===== config.mk =====
export PLATFORM = sky130hd
export DESIGN_NAME = lcd_char_ctrl
export DESIGN_NICKNAME = d
export VERILOG_FILES = /design/src/rtl/lcd_pkg.sv /design/src/rtl/lcd_tick_gen.sv /design/src/rtl/lcd_char_ctrl.sv
export SDC_FILE = /design/constraint.sdc
export NUM_CORES = 1
export LEC_CHECK = 0
export CAP_MARGIN = 30
export CORE_MARGIN = 10
export CORE_UTILIZATION = 49
export CTS_BUF_LIST = sky130_fd_sc_hd__clkbuf_4
export DETAILED_ROUTE_END_ITERATION = 10
export DONT_BUFFER_PORTS = 1
export GPL_ROUTABILITY_DRIVEN = 0
export GPL_TIMING_DRIVEN = 0
export PLACE_DENSITY = 0.71
export REMOVE_ABC_BUFFERS = 1
export SETUP_SLACK_MARGIN = 0.1
export SYNTH_ARGS = -nofsm -noshare
export SYNTH_HDL_FRONTEND = slang
export SYNTH_SLANG_ARGS = --single-unit

===== constraint.sdc =====
create_clock -name clk -period 17.7 [get_ports clk]
set_input_delay 2.655 -clock clk [delete_from_list [all_inputs] [get_ports clk]]
set_output_delay 2.655 -clock clk [all_outputs]
set_load 0.02 [all_outputs]

===== src/rtl/lcd_pkg.sv =====
// HD44780 command constants, controller state encoding and DDRAM row address helper.
package lcd_pkg;

  localparam logic [7:0] FUNC_8B2L  = 8'h38;
  localparam logic [7:0] DISP_ON    = 8'h0C;
  localparam logic [7:0] CLEAR      = 8'h01;
  localparam logic [7:0] ENTRY_INC  = 8'h06;
  localparam logic [7:0] CGRAM_BASE = 8'h40;

  // Rows 2 and 3 continue the DDRAM lines of rows 0 and 1, offset by one row width.
  localparam logic [7:0] DDRAM_ROW [0:3] = '{8'h80, 8'hC0, 8'h80, 8'hC0};

  typedef enum logic [3:0] {
    S_PWR_WAIT,
    S_FUNC,
    S_DISP_ON,
    S_CLEAR,
    S_CLR_WAIT,
    S_MODE,
    S_CG_HOME,
    S_CG_WRITE,
    S_FRAME_START,
    S_ROW_ADDR,
    S_PRINT
  } lcd_state_t;

  typedef enum logic [1:0] {
    PH_ISSUE,
    PH_DROP,
    PH_HOLD
  } bus_phase_t;

  function automatic logic [7:0] ddram_row_cmd(input logic [1:0] row, input int cols);
    logic [7:0] offset;
    offset = (row >= 2'd2) ? 8'(cols) : 8'h00;
    return DDRAM_ROW[row] + offset;
  endfunction

endpackage


===== src/rtl/lcd_tick_gen.sv =====
// Free-running divider producing a one-clock step tick every DIV clocks.
module lcd_tick_gen #(
  parameter int DIV = 125000
) (
  input  logic clk,
  input  logic rst,
  output logic tick
);

  localparam int CW = $clog2(DIV);
  localparam logic [CW-1:0] LAST = CW'(DIV - 1);

  logic [CW-1:0] cnt;

  // Count 0..DIV-1 and wrap; the tick marks the final count.
  always_ff @(posedge clk or posedge rst) begin
    if (rst) begin
      cnt <= '0;
    end else if (cnt == LAST) begin
      cnt <= '0;
    end else begin
      cnt <= cnt + CW'(1);
    end
  end

  assign tick = (cnt == LAST);

endmodule


===== src/rtl/lcd_char_ctrl.sv =====
// HD44780 write controller: init sequence, optional CGRAM load, then continuous
// refresh of a double-buffered ROWSxCOLS text frame.
module lcd_char_ctrl
  import lcd_pkg::*;
#(
  parameter int CLK_HZ   = 50_000_000,
  parameter int TICK_HZ  = 400,
  parameter int COLS     = 16,
  parameter int ROWS     = 2,
  parameter int CG_BYTES = 64
) (
  input  logic                     clk,
  input  logic                     rst,
  input  logic [8*ROWS*COLS-1:0]   text,
  input  logic                     text_valid,
  output logic                     text_ready,
  output logic [5:0]               cg_addr,
  input  logic [7:0]               cg_data,
  output logic [7:0]               lcd_data,
  output logic                     lcd_en,
  output logic                     lcd_rs,
  output logic                     lcd_rw,
  output logic                     init_done,
  output logic                     frame_done
);

  localparam int N   = ROWS * COLS;
  localparam int DIV = CLK_HZ / TICK_HZ;
  localparam int IW  = (N > 1) ? $clog2(N) : 1;
  localparam int BW  = $clog2(8 * N);

  localparam logic [4:0] COL_LAST = 5'(COLS - 1);
  localparam logic [1:0] ROW_LAST = 2'(ROWS - 1);
  localparam logic [5:0] CG_LAST  = (CG_BYTES > 0) ? 6'(CG_BYTES - 1) : 6'd0;

  logic tick;

  lcd_tick_gen #(.DIV(DIV)) u_tick (
    .clk  (clk),
    .rst  (rst),
    .tick (tick)
  );

  lcd_state_t state_q, state_d;
  bus_phase_t phase_q, phase_d;
  logic [1:0]    wait_q, wait_d;
  logic [1:0]    row_q, row_d;
  logic [4:0]    col_q, col_d;
  logic [IW-1:0] idx_q, idx_d;
  logic [5:0]    cg_addr_d;
  logic [7:0]    data_d;
  logic          en_d, rs_d, init_done_d, frame_done_d;
  logic          load_active;

  logic [8*N-1:0] pending_q, active_q;
  logic           pend_q;

  logic          is_write;
  logic [7:0]    write_val;
  logic [BW-1:0] char_lsb;
  logic [7:0]    cur_char;

  assign lcd_rw     = 1'b0;
  assign text_ready = !pend_q;

  assign char_lsb = BW'(8 * (N - 1 - int'(idx_q)));
  assign cur_char = active_q[char_lsb +: 8];

  // Select the byte the current write state puts on the bus.
  always_comb begin
    is_write  = 1'b1;
    write_val = 8'h00;
    case (state_q)
      S_FUNC:     write_val = FUNC_8B2L;
      S_DISP_ON:  write_val = DISP_ON;
      S_CLEAR:    write_val = CLEAR;
      S_MODE:     write_val = ENTRY_INC;
      S_CG_HOME:  write_val = CGRAM_BASE;
      S_CG_WRITE: write_val = cg_data;
      S_ROW_ADDR: write_val = ddram_row_cmd(row_q, COLS);
      S_PRINT:    write_val = cur_char;
      default:    is_write  = 1'b0;
    endcase
  end

  // Next-state logic: each write spends one tick each in ISSUE, DROP and HOLD.
  always_comb begin
    state_d      = state_q;
    phase_d      = phase_q;
    wait_d       = wait_q;
    row_d        = row_q;
    col_d        = col_q;
    idx_d        = idx_q;
    cg_addr_d    = cg_addr;
    en_d         = lcd_en;
    rs_d         = lcd_rs;
    data_d       = lcd_data;
    init_done_d  = init_done;
    frame_done_d = 1'b0;
    load_active  = 1'b0;
    if (tick) begin
      if (is_write) begin
        case (phase_q)
          PH_ISSUE: begin
            en_d    = 1'b1;
            rs_d    = (state_q == S_CG_WRITE) || (state_q == S_PRINT);
            data_d  = write_val;
            phase_d = PH_DROP;
          end
          PH_DROP: begin
            en_d    = 1'b0;
            phase_d = PH_HOLD;
          end
          default: begin
            phase_d = PH_ISSUE;
            case (state_q)
              S_FUNC:    state_d = S_DISP_ON;
              S_DISP_ON: state_d = S_CLEAR;
              S_CLEAR:   state_d = S_CLR_WAIT;
              S_MODE: begin
                if (CG_BYTES > 0) begin
                  cg_addr_d = 6'd0;
                  state_d   = S_CG_HOME;
                end else begin
                  init_done_d = 1'b1;
                  state_d     = S_FRAME_START;
                end
              end
              S_CG_HOME: state_d = S_CG_WRITE;
              S_CG_WRITE: begin
                if (cg_addr == CG_LAST) begin
                  init_done_d = 1'b1;
                  state_d     = S_FRAME_START;
                end else begin
                  cg_addr_d = cg_addr + 6'd1;
                end
              end
              S_ROW_ADDR: state_d = S_PRINT;
              S_PRINT: begin
                idx_d = idx_q + IW'(1);
                if (col_q == COL_LAST) begin
                  col_d = 5'd0;
                  if (row_q == ROW_LAST) begin
                    row_d        = 2'd0;
                    idx_d        = '0;
                    frame_done_d = 1'b1;
                    state_d      = S_FRAME_START;
                  end else begin
                    row_d   = row_q + 2'd1;
                    state_d = S_ROW_ADDR;
                  end
                end else begin
                  col_d = col_q + 5'd1;
                end
              end
              default: state_d = state_q;
            endcase
          end
        endcase
      end else begin
        case (state_q)
          S_PWR_WAIT: begin
            if (wait_q == 2'd3) begin
              wait_d  = 2'd0;
              state_d = S_FUNC;
            end else begin
              wait_d = wait_q + 2'd1;
            end
          end
          S_CLR_WAIT: state_d = S_MODE;
          S_FRAME_START: begin
            load_active = pend_q;
            row_d       = 2'd0;
            col_d       = 5'd0;
            idx_d       = '0;
            state_d     = S_ROW_ADDR;
          end
          default: state_d = state_q;
        endcase
      end
    end
  end

  // Controller state and registered LCD-side outputs.
  always_ff @(posedge clk or posedge rst) begin
    if (rst) begin
      state_q    <= S_PWR_WAIT;
      phase_q    <= PH_ISSUE;
      wait_q     <= 2'd0;
      row_q      <= 2'd0;
      col_q      <= 5'd0;
      idx_q      <= '0;
      cg_addr    <= 6'd0;
      lcd_en     <= 1'b0;
      lcd_rs     <= 1'b0;
      lcd_data   <= 8'h00;
      init_done  <= 1'b0;
      frame_done <= 1'b0;
    end else begin
      state_q    <= state_d;
      phase_q    <= phase_d;
      wait_q     <= wait_d;
      row_q      <= row_d;
      col_q      <= col_d;
      idx_q      <= idx_d;
      cg_addr    <= cg_addr_d;
      lcd_en     <= en_d;
      lcd_rs     <= rs_d;
      lcd_data   <= data_d;
      init_done  <= init_done_d;
      frame_done <= frame_done_d;
    end
  end

  // Double buffer: accept into pending, promote to active only at frame start.
  always_ff @(posedge clk or posedge rst) begin
    if (rst) begin
      pending_q <= {N{8'h20}};
      active_q  <= {N{8'h20}};
      pend_q    <= 1'b0;
    end else if (load_active) begin
      active_q <= pending_q;
      pend_q   <= 1'b0;
    end else if (text_valid && text_ready) begin
      pending_q <= text;
      pend_q    <= 1'b1;
    end
  end

endmodule


# After elaboration in Yosys (flattened, before gate mapping)
# Cells that the tools add are included.
# op_classes
reduce_logical	22
add_sub_neg	8
shifts	1
order_cmp	2
mux	47
bitwise_logic	4
eq_ne	24
# op_table
operator	count
256-bit by 9-bit variable part select with 8-bit output	1
8-bit one-hot mux with 8 select lines	1
5-bit 2-to-1 mux	11
4-bit one-hot mux with 8 select lines	1
4-bit 2-to-1 mux	5
17-bit by 1-bit adder with 17-bit output, second input constant	1
17-bit == test, second input constant	1
17-bit 2-to-1 mux	1
8-bit binary-select mux with 2-bit select	1
4-bit by 3-bit == test with 1-bit output, second input constant	4
8-bit 2-to-1 mux	2
5-bit AND reduction	3
2-bit 2-to-1 mux	7
1-bit 2-to-1 mux	13
4-bit == test, second input constant	3
4-bit one-hot mux with 3 select lines	1
6-bit one-hot mux with 2 select lines	1
5-bit by 1-bit adder with 5-bit output, second input constant	2
9-bit by 1-bit inequality test with 1-bit output, second input constant	1
3-bit AND reduction	3
8-bit by 5-bit adder with 8-bit output	1
4-bit by 2-bit == test with 1-bit output, second input constant	2
2-bit nonzero test	4
8-bit OR reduction	1
29 further kinds	37
# totals
regBits	568
in_bits	267
wordCells	124
out_inout_bits	20

# Depth between registers and ports, before layout
# Gate-level depths: netlist (run 1).
# logic_depth
word_depth	7
mapped_depth	8
ltp_nobuf	6

# Modules after synthesis
# Synthesis (run 1) repeated with hierarchy kept, for this count alone.
# hier_totals
hier_cells	1596
hier_area_um2	24218.2
# by_module_without_submodules
module	area_each_um2	cells_per_inst	n_inst	seq_area_each_um2
lcd_char_ctrl	23417.5	1522	1	13868.3
lcd_tick_gen	800.8	74	1	425.4

# Worst setup path after synthesis (run 1)
# No wires, ideal clock.
# synth_timing
path_type	in2reg
from	input port text_valid
to	register pending_q[0]
t_arrival_ns	3.940
path_stages	5
path_slack_ns	13.635
setup_ns	0.125
t_required_ns	17.575
path_buffers	3
path_cell_list	nor2b_1 > clkbuf_1 > clkbuf_1 > clkbuf_1 > mux2_2
# synth_between
elab_chain_len	2
# synth_rtl
element	line	text
start: declaration	lcd_char_ctrl.sv:15	input logic text_valid,
1-bit logical AND	lcd_char_ctrl.sv:224	end else if (text_valid && text_ready) begin
2-bit AND reduction (no source line)	-	
end signal: assignment	lcd_char_ctrl.sv:218	pending_q <= {N{8'h20}};
end signal: assignment	lcd_char_ctrl.sv:225	pending_q <= text;
end: declaration	lcd_char_ctrl.sv:55	logic [8*N-1:0] pending_q, active_q;
# Every way passes these cells.
# A chain may end at the register's enable or synchronous reset.

# Worst setup path in the final report (run 1)
# layout_timing
from	register pend_q
to	output port text_ready
# layout_between
elab_chain_len	1
# layout_rtl
element	line	text
start: declaration	lcd_char_ctrl.sv:56	logic pend_q;
start signal: assignment	lcd_char_ctrl.sv:220	pend_q <= 1'b0;
start signal: assignment	lcd_char_ctrl.sv:223	pend_q <= 1'b0;
start signal: assignment	lcd_char_ctrl.sv:226	pend_q <= 1'b1;
1-bit logical NOT	lcd_char_ctrl.sv:64	assign text_ready = !pend_q;
end: declaration	lcd_char_ctrl.sv:16	output logic text_ready,
# Every way passes these cells.

==> results of run 1 <==
[cells in the mapped netlist, types with 11 or more instances]
cell	count
mux2_2	293
clkbuf_1	49
nor2_1	43
nand2b_1	11
dfstp_2	64
mux2_4	200
a21oi_1	11
nand2_1	41
mux2i_1	15
nor3_1	17
dfrtp_1	504
buf_12	22
mux4_2	60
nand3_1	25
mux2_1	29
o21ai_0	22
[registers in the layout, indices dropped and copies added, names as in the netlist]
signal      flops
lcd_data        8
cg_addr         6
pending_q     256
state_q         4
lcd_rs          1
pend_q          1
u_tick.cnt     17
wait_q          2
frame_done      1
phase_q         2
idx_q           5
col_q           5
active_q      256
lcd_en          1
init_done       1
row_q           2
[area by class of cell]
class                      instances  share of cell area [%]
sequential                       568                    51.5
multi-input combinational        898                    35.9
clock buffer                     225                    6.08
tap                              672                    3.02
timing repair buffer              26                    2.15
clock inverter                    46                    1.16
inverter                           8                   0.135
antenna                           15                   0.135
[report_power, final]
group          switching [mW]  internal [mW]
combinational          0.0411         0.0532
clock                   0.554          0.644
sequential             0.0355           1.37
total                   0.631           2.07
[layer usage]
metal	vias up	global-route usage, %
li1	6062	-
met5	-	0
met2	365	29.5
met1	7025	22.8
met3	124	7.42
met4	30	8.50
[stage by stage]
stage               setup TNS, ns  instances  total power [mW]  instance area [um^2]  setup WS (ns)
CTS                             0       2443              2.75                 27800          13.20
global route                    0       2454              2.84                 27800          13.18
floorplan                 -371.29       1474              1.50                 24300         -0.737
finish                          0       2458              2.70                 27800          13.35
global placement         -4123.16       2146              1.52                 25100          -6.34
detailed placement              0       2172              1.53                 25700          12.98
[cells by family (layout without fill, tap and decap cells)]
group                      Yosys count  in the layout  share of synthesized area, %
buffers and inverters              104            305                          3.20
other                                1             16                        0.0150
DFF                                568            568                          57.1
and+or+nand+nor                    191            191                          4.08
adders and majority gates            5              5                         0.250
AOI/OAI and AO/OA                   90             90                          2.45
xor gates and xnor gates            14             14                         0.489
muxes                              597            597                          32.5
[cell usage in the layout, fill, tap and decap left out, types with 15 or more instances in the layout]
cell      netlist  routed
clkbuf_4        0     225
clkinv_1        0      28
dfrtp_1       504     500
dfstp_2        64      64
diode_2         0      15
mux2_1         29      29
mux2_2        293     293
mux2_4        200     200
mux2i_1        15      15
mux4_2         60      60
nand2_1        41      41
nand3_1        25      25
nor2_1         43      43
nor3_1         17      17
o21ai_0        22      22
[worst paths after layout]
check	endpoint	slack, ns	cells past startpoint
worst max-delay path	text_ready	13.35	1
worst min-delay path	active_q[155]	0.46	1
worst max register to register	active_q[114]	13.93	8
worst min register to register	active_q[155]	0.46	1
max in group asynchronous	active_q[70]	14.31	3
min in group asynchronous	pending_q[207]	1.67	1
==> impl_metrics.ini, run 1 <==
[worst_setup_path]
crit_path_top_delay_cell = dfrtp_1
worstPathRequired_ns = 15.05
r2r_start = u_tick.cnt[12]
crit_start = pend_q
cp-end-kind = output pin
critPathArrivalTime_ns = 1.70
cpPeakStageDelay_ns = 0.49
path_cells = inv_1
crit_fanout = 4
cp.buffers_inverters = 1
path_class = register to output pin
startpoint_type = register
crit_family = flip-flops

[timing]
hold_slack_ns = 0.457
skew_ns = 0.0646
timing.fmax_mhz = 230
fin_crit_sh_pct = 24.6
setup_viol = 0
drv_slew = 0
max-slew-margin-rel_pct = 39.0
hold_viol_final = 0
worst_slew_pin_slew_ns = 0.913
rsz0062_at_grt = false
post-route-min-period_ns = 4.35

[finish]
multiInputGateArea_um2 = 9970
synthToLayoutAreaGrowth_pct = 11.0
final_nets = 1927
regArea_um2 = 14300
drive_above_1_share_pct = 50.8
fin_util_pct = 55.2
nFillCells = 4071

[route]
drcViolationCount = 0
highest_layer = met5
met1_length_mm = 23.2
drt-wirelength-per-cell_um = 22.9
drt-initial-drc-count = 788
avgViaCountPerCell = 5.54
vias = 13606
wl_mm = 56.4
first_pass_iters = 5
wl_met2_mm = 27.4
wl_met3_mm = 4.04
drtAntennaViolNets = 0

[clock_network]
cts_resized = 0
cts_tree = built
cts_buffer_depth = 3
root_buffer = clkbuf_4
postCtsSetupRepairBufs = 0
clk_latency_ns = 0.98
htree_levels = 4
clkSinkCount = 568
hold_buffers = 0
clk_pin_slew_ns = 0.06
cts_buffers = 153

[floorplanning]
rows = 82
die_x_um = 246
die_h_um = 246
start_util_pct = 49.7
pin_count = 287
core_area_um2 = 50400
die-area_um2 = 60600

[grt]
grt_pass1_vias = 14781
antenna_found_initial = 28
grt_use_total_pct = 18.9
grt_first_pass_wirelength_mm = 87.7
grt_max_degree = 130
gr-total-overflow = 0

[yosys]
synth_top_area_share_pct = 50.3
synth-seq-cells = 568
netlist_area_um2 = 25000
synth_area_leaders = dfrtp_1 50%, mux2_2 13%, mux2_4 12%
ys_seq_area_share_pct = 57.1
synth.distinct_cells = 69
synthCells = 1570
yosys.area.top_type = dfrtp_1
ys.flop_type = dfrtp_1
synth_edf_count = 0
ys.warnings.count = 0
syn_avg_cell_area_um2 = 16.0
synthArstFlopShare_pct = 100

[placed_design]
io_buffers = 0
hpwl_mm = 38.4

[flow_run]
maxCapViolations = 0

[hold_path]
hp-class = register to register
hp-start = pending_q[155]

[power]
p_leak_nw = 12.3
ir_worst_vdd_mv = 0.0651
power_density_nw_per_um2 = 97.2

[outcome]
status = finished, final reports clean
Power figures use the tool's default switching activity.
==> run 2: changes to the inputs <==
--- a/config.mk
+++ b/config.mk
@@ -13,7 +13,7 @@
 export DONT_BUFFER_PORTS = 1
 export GPL_ROUTABILITY_DRIVEN = 0
 export GPL_TIMING_DRIVEN = 0
-export PLACE_DENSITY = 0.71
+export PLACE_DENSITY = 0.69
 export REMOVE_ABC_BUFFERS = 1
 export SETUP_SLACK_MARGIN = 0.1
 export SYNTH_ARGS = -nofsm -noshare
==> constraint.sdc (replaced) <==
create_clock -name clk -period 4.35 [get_ports clk]
set_input_delay 0.6525 -clock clk [delete_from_list [all_inputs] [get_ports clk]]
set_output_delay 0.6525 -clock clk [all_outputs]
set_load 0.02 [all_outputs]
==> run 2 against run 1 <==
  * Wire length rose by 6.4%
  * Cell count rose by 10%
  * Clock-buffer cell count unchanged
  * Power grew to 4.1 times the previous value
  * Combinational power rose to 6.3 times the previous value
  * Clock skew shrank 0.0086 ns
  * Hold slack worse by 0.28 ns
  * Non-clock buffer count increased by 259
  * Design area up 9.0%
  * Via count up 7.2%
  * Clock power increased to 4.0 times the previous value
  * First-iteration DRC count down 8.4%
  * Critical endpoint is now active_q[114]
  * Largest cell class unchanged
==> impl_metrics.ini, run 2 (synthesis gave the netlist of run 1 again) <==
[clock_network]
clk_latency_ns = 0.99
htree_levels = 4
postCtsSetupRepairBufs = 0
root_buffer = clkbuf_4
cts_tree = built
clk_pin_slew_ns = 0.07
cts_buffers = 154
cts_buffer_depth = 3
clkSinkCount = 568

[worst_setup_path]
critPathArrivalTime_ns = 4.87
r2r_start = u_tick.cnt[3]
r2r-end = active_q[114]
rr_worst_depth = 8
crit_path_top_delay_cell = nor2_8
cp-end-kind = register
worstPathRequired_ns = 5.18
crit_family = simple AND/OR/NAND/NOR gates
crit_start = u_tick.cnt[3]
path_class = register to register
timing.reg2reg.setup_slack_ns = 0.31
crit_fanout = 43
cp.buffers_inverters = 3
cpPeakStageDelay_ns = 0.76
startpoint_type = register
path_common_cell = buf_16
path_cells = or4b_4 > nor4_4 > nand2_2 > nor2_8 > buf_16 > buf_16 > buf_16 > mux2_2

[power]
ir_worst_vdd_mv = 0.282
p_switching_mw = 2.64
sw_frac_of_total_pct = 23.7
p_int_mw = 8.50
p_seq_share_pct = 51.5
power_density_nw_per_um2 = 368
power_frac_clock_pct = 43.1
p_leak_nw = 13.4
p_comb_share_pct = 5.3

[route]
drtAntennaViolNets = 0
avgViaCountPerCell = 5.37
drt-wirelength-per-cell_um = 22.1
drt-initial-drc-count = 722
drcViolationCount = 0
first_pass_iters = 5
vias = 14591
wl_mm = 60.0

[flow_run]
maxCapViolations = 0

[finish]
final_common_cell = dfrtp_1
final_nets = 2187
design_area_um2 = 30300
drive_above_1_share_pct = 44.2
fin_cells = 2716
synthToLayoutAreaGrowth_pct = 20.9
largestRegisters = active_q: 256 flops, pending_q: 256 flops, u_tick.cnt: 17 flops
final_cell_mix = 500 x dfrtp_1, 293 x mux2_2, 260 x dlygate4sd3_1

[timing]
post-route-min-period_ns = 4.04
fin_crit_sh_pct = 92.9
worst_slew_pin_slew_ns = 0.957
skew_ns = 0.0560
hold_viol_final = 0
setup_slack_ns = 0.309
timing.fmax_mhz = 247
drv_slew = 0
max-slew-margin-rel_pct = 36.2
setup_viol = 0
rsz0062_at_grt = false

[grt]
grt_use_total_pct = 20.2
grt_first_pass_wirelength_mm = 95.1
grt_pass1_vias = 16559
grt_max_degree = 135
gr-total-overflow = 0
antenna_found_initial = 13

[floorplanning]
core_area_um2 = 50400
die_h_um = 246
die-area_um2 = 60600
die_x_um = 246
pin_count = 287
start_util_pct = 49.7
rows = 82

[placed_design]
hpwl_mm = 38.3
io_buffers = 0
dp.cells = 2171
placement.setup.worst_slack_ns = 0.314
placed_cell_area_um2 = 25700

[outcome]
status = finished, final reports clean

[hold_path]
hp-class = input port to async pin
run 2: cell count changes in the layout (fill, tap and decap cells not counted):
cell and delta:
dlygate4sd3_1 +260, inv_6 -2, diode_2 +5, clkinv_4 -3, buf_6 -1, clkinvlp_4 +1
buf_16 -2, buf_4 +2, clkinv_1 -1, bufinv_16 -1
run 2: per-layer routing:
| layer | routed length [um] | global-route usage (%) | vias up | share of wire [%] |
|---|---|---|---|---|
| li1 | - | - | 6542 | - |
| met1 | 25100 | 24.7 | 7575 | 42 |
| met2 | 30300 | 33.2 | 370 | 51 |
| met3 | 3110 | 5.92 | 102 | 5.2 |
| met4 | 1370 | 7.91 | 2 | 2.3 |
| met5 | 8 | 0 | - | 0.013 |
run 2: cell type report:
| cell class | count | area (um^2) |
|---|---|---|
| Inverter | 8 | 37.5 |
| Tap cell | 672 | 841 |
| Timing Repair Buffer | 285 | 3150 |
| Multi-Input combinational cell | 898 | 9970 |
| Sequential cell | 568 | 14300 |
| Antenna cell | 20 | 50.0 |
| Fill cell | 3747 | 20100 |
| Clock inverter | 40 | 253 |
| Clock buffer | 225 | 1690 |
run 2: metrics by stage:
stage	utilization (%)	total power [mW]	hold WS (ns)	TNS, ns
final	60.1	11.1	0.179	0
after floorplan	-	6.11	0.433	-9046.65
after global routing	60.1	11.7	0.126	0
after detailed placement	51.0	6.22	0.471	0
after CTS	60.0	11.3	0.0502	0
after global placement	49.9	6.18	0.449	-
run 2: repair_timing:
action,4_1_cts,5_1_grt
resized for setup,0,0
endpoints found under the hold margin,521,0
hold buffers,260,0
setup endpoints to repair,0,0
run 2: worst max path at each step:
stage,end,cells after the start
after floorplan,active_q[0],1
after global placement,pending_q[38],1
after detailed placement,active_q[123],8
after CTS,active_q[115],8
after global routing,active_q[115],8
final,active_q[114],8
run 2: power by group through the flow:
stage	clock network [mW]	registers [mW]	logic (mW)
4_1_cts	4.96	5.73	0.600
3_3_place_gp	0	5.82	0.360
5_1_grt	5.26	5.77	0.657
3_5_place_dp	0	5.83	0.393
2_1_floorplan	0	5.78	0.326
6_report	4.81	5.74	0.594
==> edit: new RTL, settings of run 1 <==
`ROWS`: 2 -> 4.
--- a/src/rtl/lcd_char_ctrl.sv
+++ b/src/rtl/lcd_char_ctrl.sv
@@ -7,5 +7,5 @@
   parameter int TICK_HZ  = 400,
   parameter int COLS     = 16,
-  parameter int ROWS     = 2,
+  parameter int ROWS     = 4,
   parameter int CG_BYTES = 64
 ) (
Interface: changed (resized text); port bits go from 287 to 543. No check against the original RTL was run, so the function may have changed too.
==> edit against run 1 <==
- sequential cell count is 513 higher
- area after synthesis rose by 89%
- power grew 91%
- wire length grew 110%
- cell area up 90%
- worst setup slack lost 250 ps
- non-clock buffer count increased by 26
- clock skew increased by 29 ps
- critical path type is now flop to flop
- highest routed layer unchanged
==> edit: results (changes against run 1) <==
- Leak pwr: 24.7 nW (+100%)
- Async S/R FF share, synth: 100% (unchanged)
- DPL Wire Length: 82.8 mm (+120%)
- Synth top cells by count: 953 x dfrtp_1, 562 x mux2_2, 469 x mux2_4
- Via count: 25900 (+90%)
- Netlist cell types: 64 (-7.2%)
- Sequential area share after synthesis: 57.6% (+0.56 points)
- Yosys warns: 0 (unchanged)
- Gr usage total: 21.2% (+2.3 points)
- H-tree lvl count: 5 (+1)
- Post CTS Setup Buffer Count: 0 (unchanged)
- Critical Path Max Stage Delay: 580 ps (+90 ps)
- Clock root buffer: clkbuf_4
- Final WL: 117 mm (+110%)
- Slew headroom: 33.3% (-5.7 points)
- FILL cells: 7596 (+87%)
- Pre-antenna DRT Iters: 6 (+1)
- Max VDD drop: 103 µV (+58%)
- Clock Path Buffers: 4 (+1)
- Number of global-route vias before repair: 28200 (+91%)
- Slowest cell on crit path: or4_1
- Slew Limit Fails: 0 (unchanged)
- First-pass GRT wire length: 177 mm (+100%)
- Synth top area cells: dfrtp_1 51%, mux2_4 15%, mux2_2 13%, dfstp_2 7.1%, mux4_2 3.7%
- Regs by FF count: active_q: 512 flops, pending_q: 512 flops, u_tick.cnt: 17 flops
- Share of cells above drive strength 1: 53.8% (+3.0 points)
- Status: finished clean
- Wire length on met2: 58.6 mm (+110%)
- Fin Clk Skew: 93.1 ps (+28.6 ps)
- DRT iter0 DRCs: 1444 (+83%)
- Crit path max-delay family: simple AND/OR/NAND/NOR gates
- Hold Path Class: flop to flop
- Routed wl met3: 7.73 mm (+91%)
- Clock transition at path regs: 70 ps
- Resized cells post-CTS: 0 (unchanged)
- Max Used Layer: met5
- Final layout net count: 3629 (+88%)
- Antenna violations before repair: 92 (+230%)
- CTS buffer count: 307 (+100%)
- Crit path max fanout: 48 (+44)
- Clock latency on the worst-skew pair: 1180 ps (+200 ps)
- Post-Route M1 WL: 46.7 mm (+100%)
- Worst Path Arrival: 5560 ps (+3860 ps)
- PortBufs: 0 (unchanged)
- Largest net degree at the start of global routing: 132 (+1.5%)
==> edit: cell families after synthesis <==
kind of cell,Yosys count,share of synthesized area (%)
flops,1081,57.6
simple gates,223,2.40
buf+inv,187,2.48
compound gates,177,2.53
fa+ha+maj,7,0.185
other cells,1,0.00794
mux,1227,34.5
xor+xnor,13,0.241
==> edit: layout make-up <==
cell class / count / area (µm²) / area share [%]
Inverter: 9 / 41.3 / 0.0782
Timing Repair Buffer: 52 / 1190 / 2.26
Tap cell: 1265 / 1580 / 3.00
Clock inverter: 58 / 258 / 0.488
Multi-Input combinational cell: 1648 / 18900 / 35.7
Sequential cell: 1081 / 27200 / 51.6
Clock buffer: 467 / 3510 / 6.64
Antenna cell: 50 / 125 / 0.237
==> edit: worst paths after layout <==
check | from | end | slack [ps] | cells after the start
worst max register to register | u_tick.cnt[10] | active_q[489] | 13100 | 11
min in group asynchronous | rst | active_q[363] | 1380 | 1
max in group asynchronous | rst | pending_q[68] | 13390 | 6
worst max-delay path | u_tick.cnt[10] | active_q[489] | 13100 | 11
worst min-delay path | pending_q[456] | active_q[456] | 450 | 1
worst min register to register | pending_q[456] | active_q[456] | 450 | 1
==> edit: routing by layer <==
metal	vias to the layer above	track usage, %
li1	11300	-
met1	13500	25.5
met2	776	34.5
met3	320	7.30
met4	72	9.20
met5	-	0
==> edit: where the power goes <==
part           internal [W]  switching, W  total [W]
Sequential          0.00264     0.0000825    0.00272
Combinational      0.000119     0.0000849   0.000204
Clock               0.00121       0.00103    0.00224
==> edit: through the flow <==
stage               cells  hold slack (ps)  util, %  worst slack (ps)  instance area, µm²
floorplan            2738              447        -            -15180               46100
global placement     4003              466     50.0            -24050               47700
detailed placement   4055              474     51.3             12070               48900
CTS                  4580              438     55.3             13050               52700
global route         4617              460     55.4             12940               52800
finish               4630              446     55.4             13100               52800
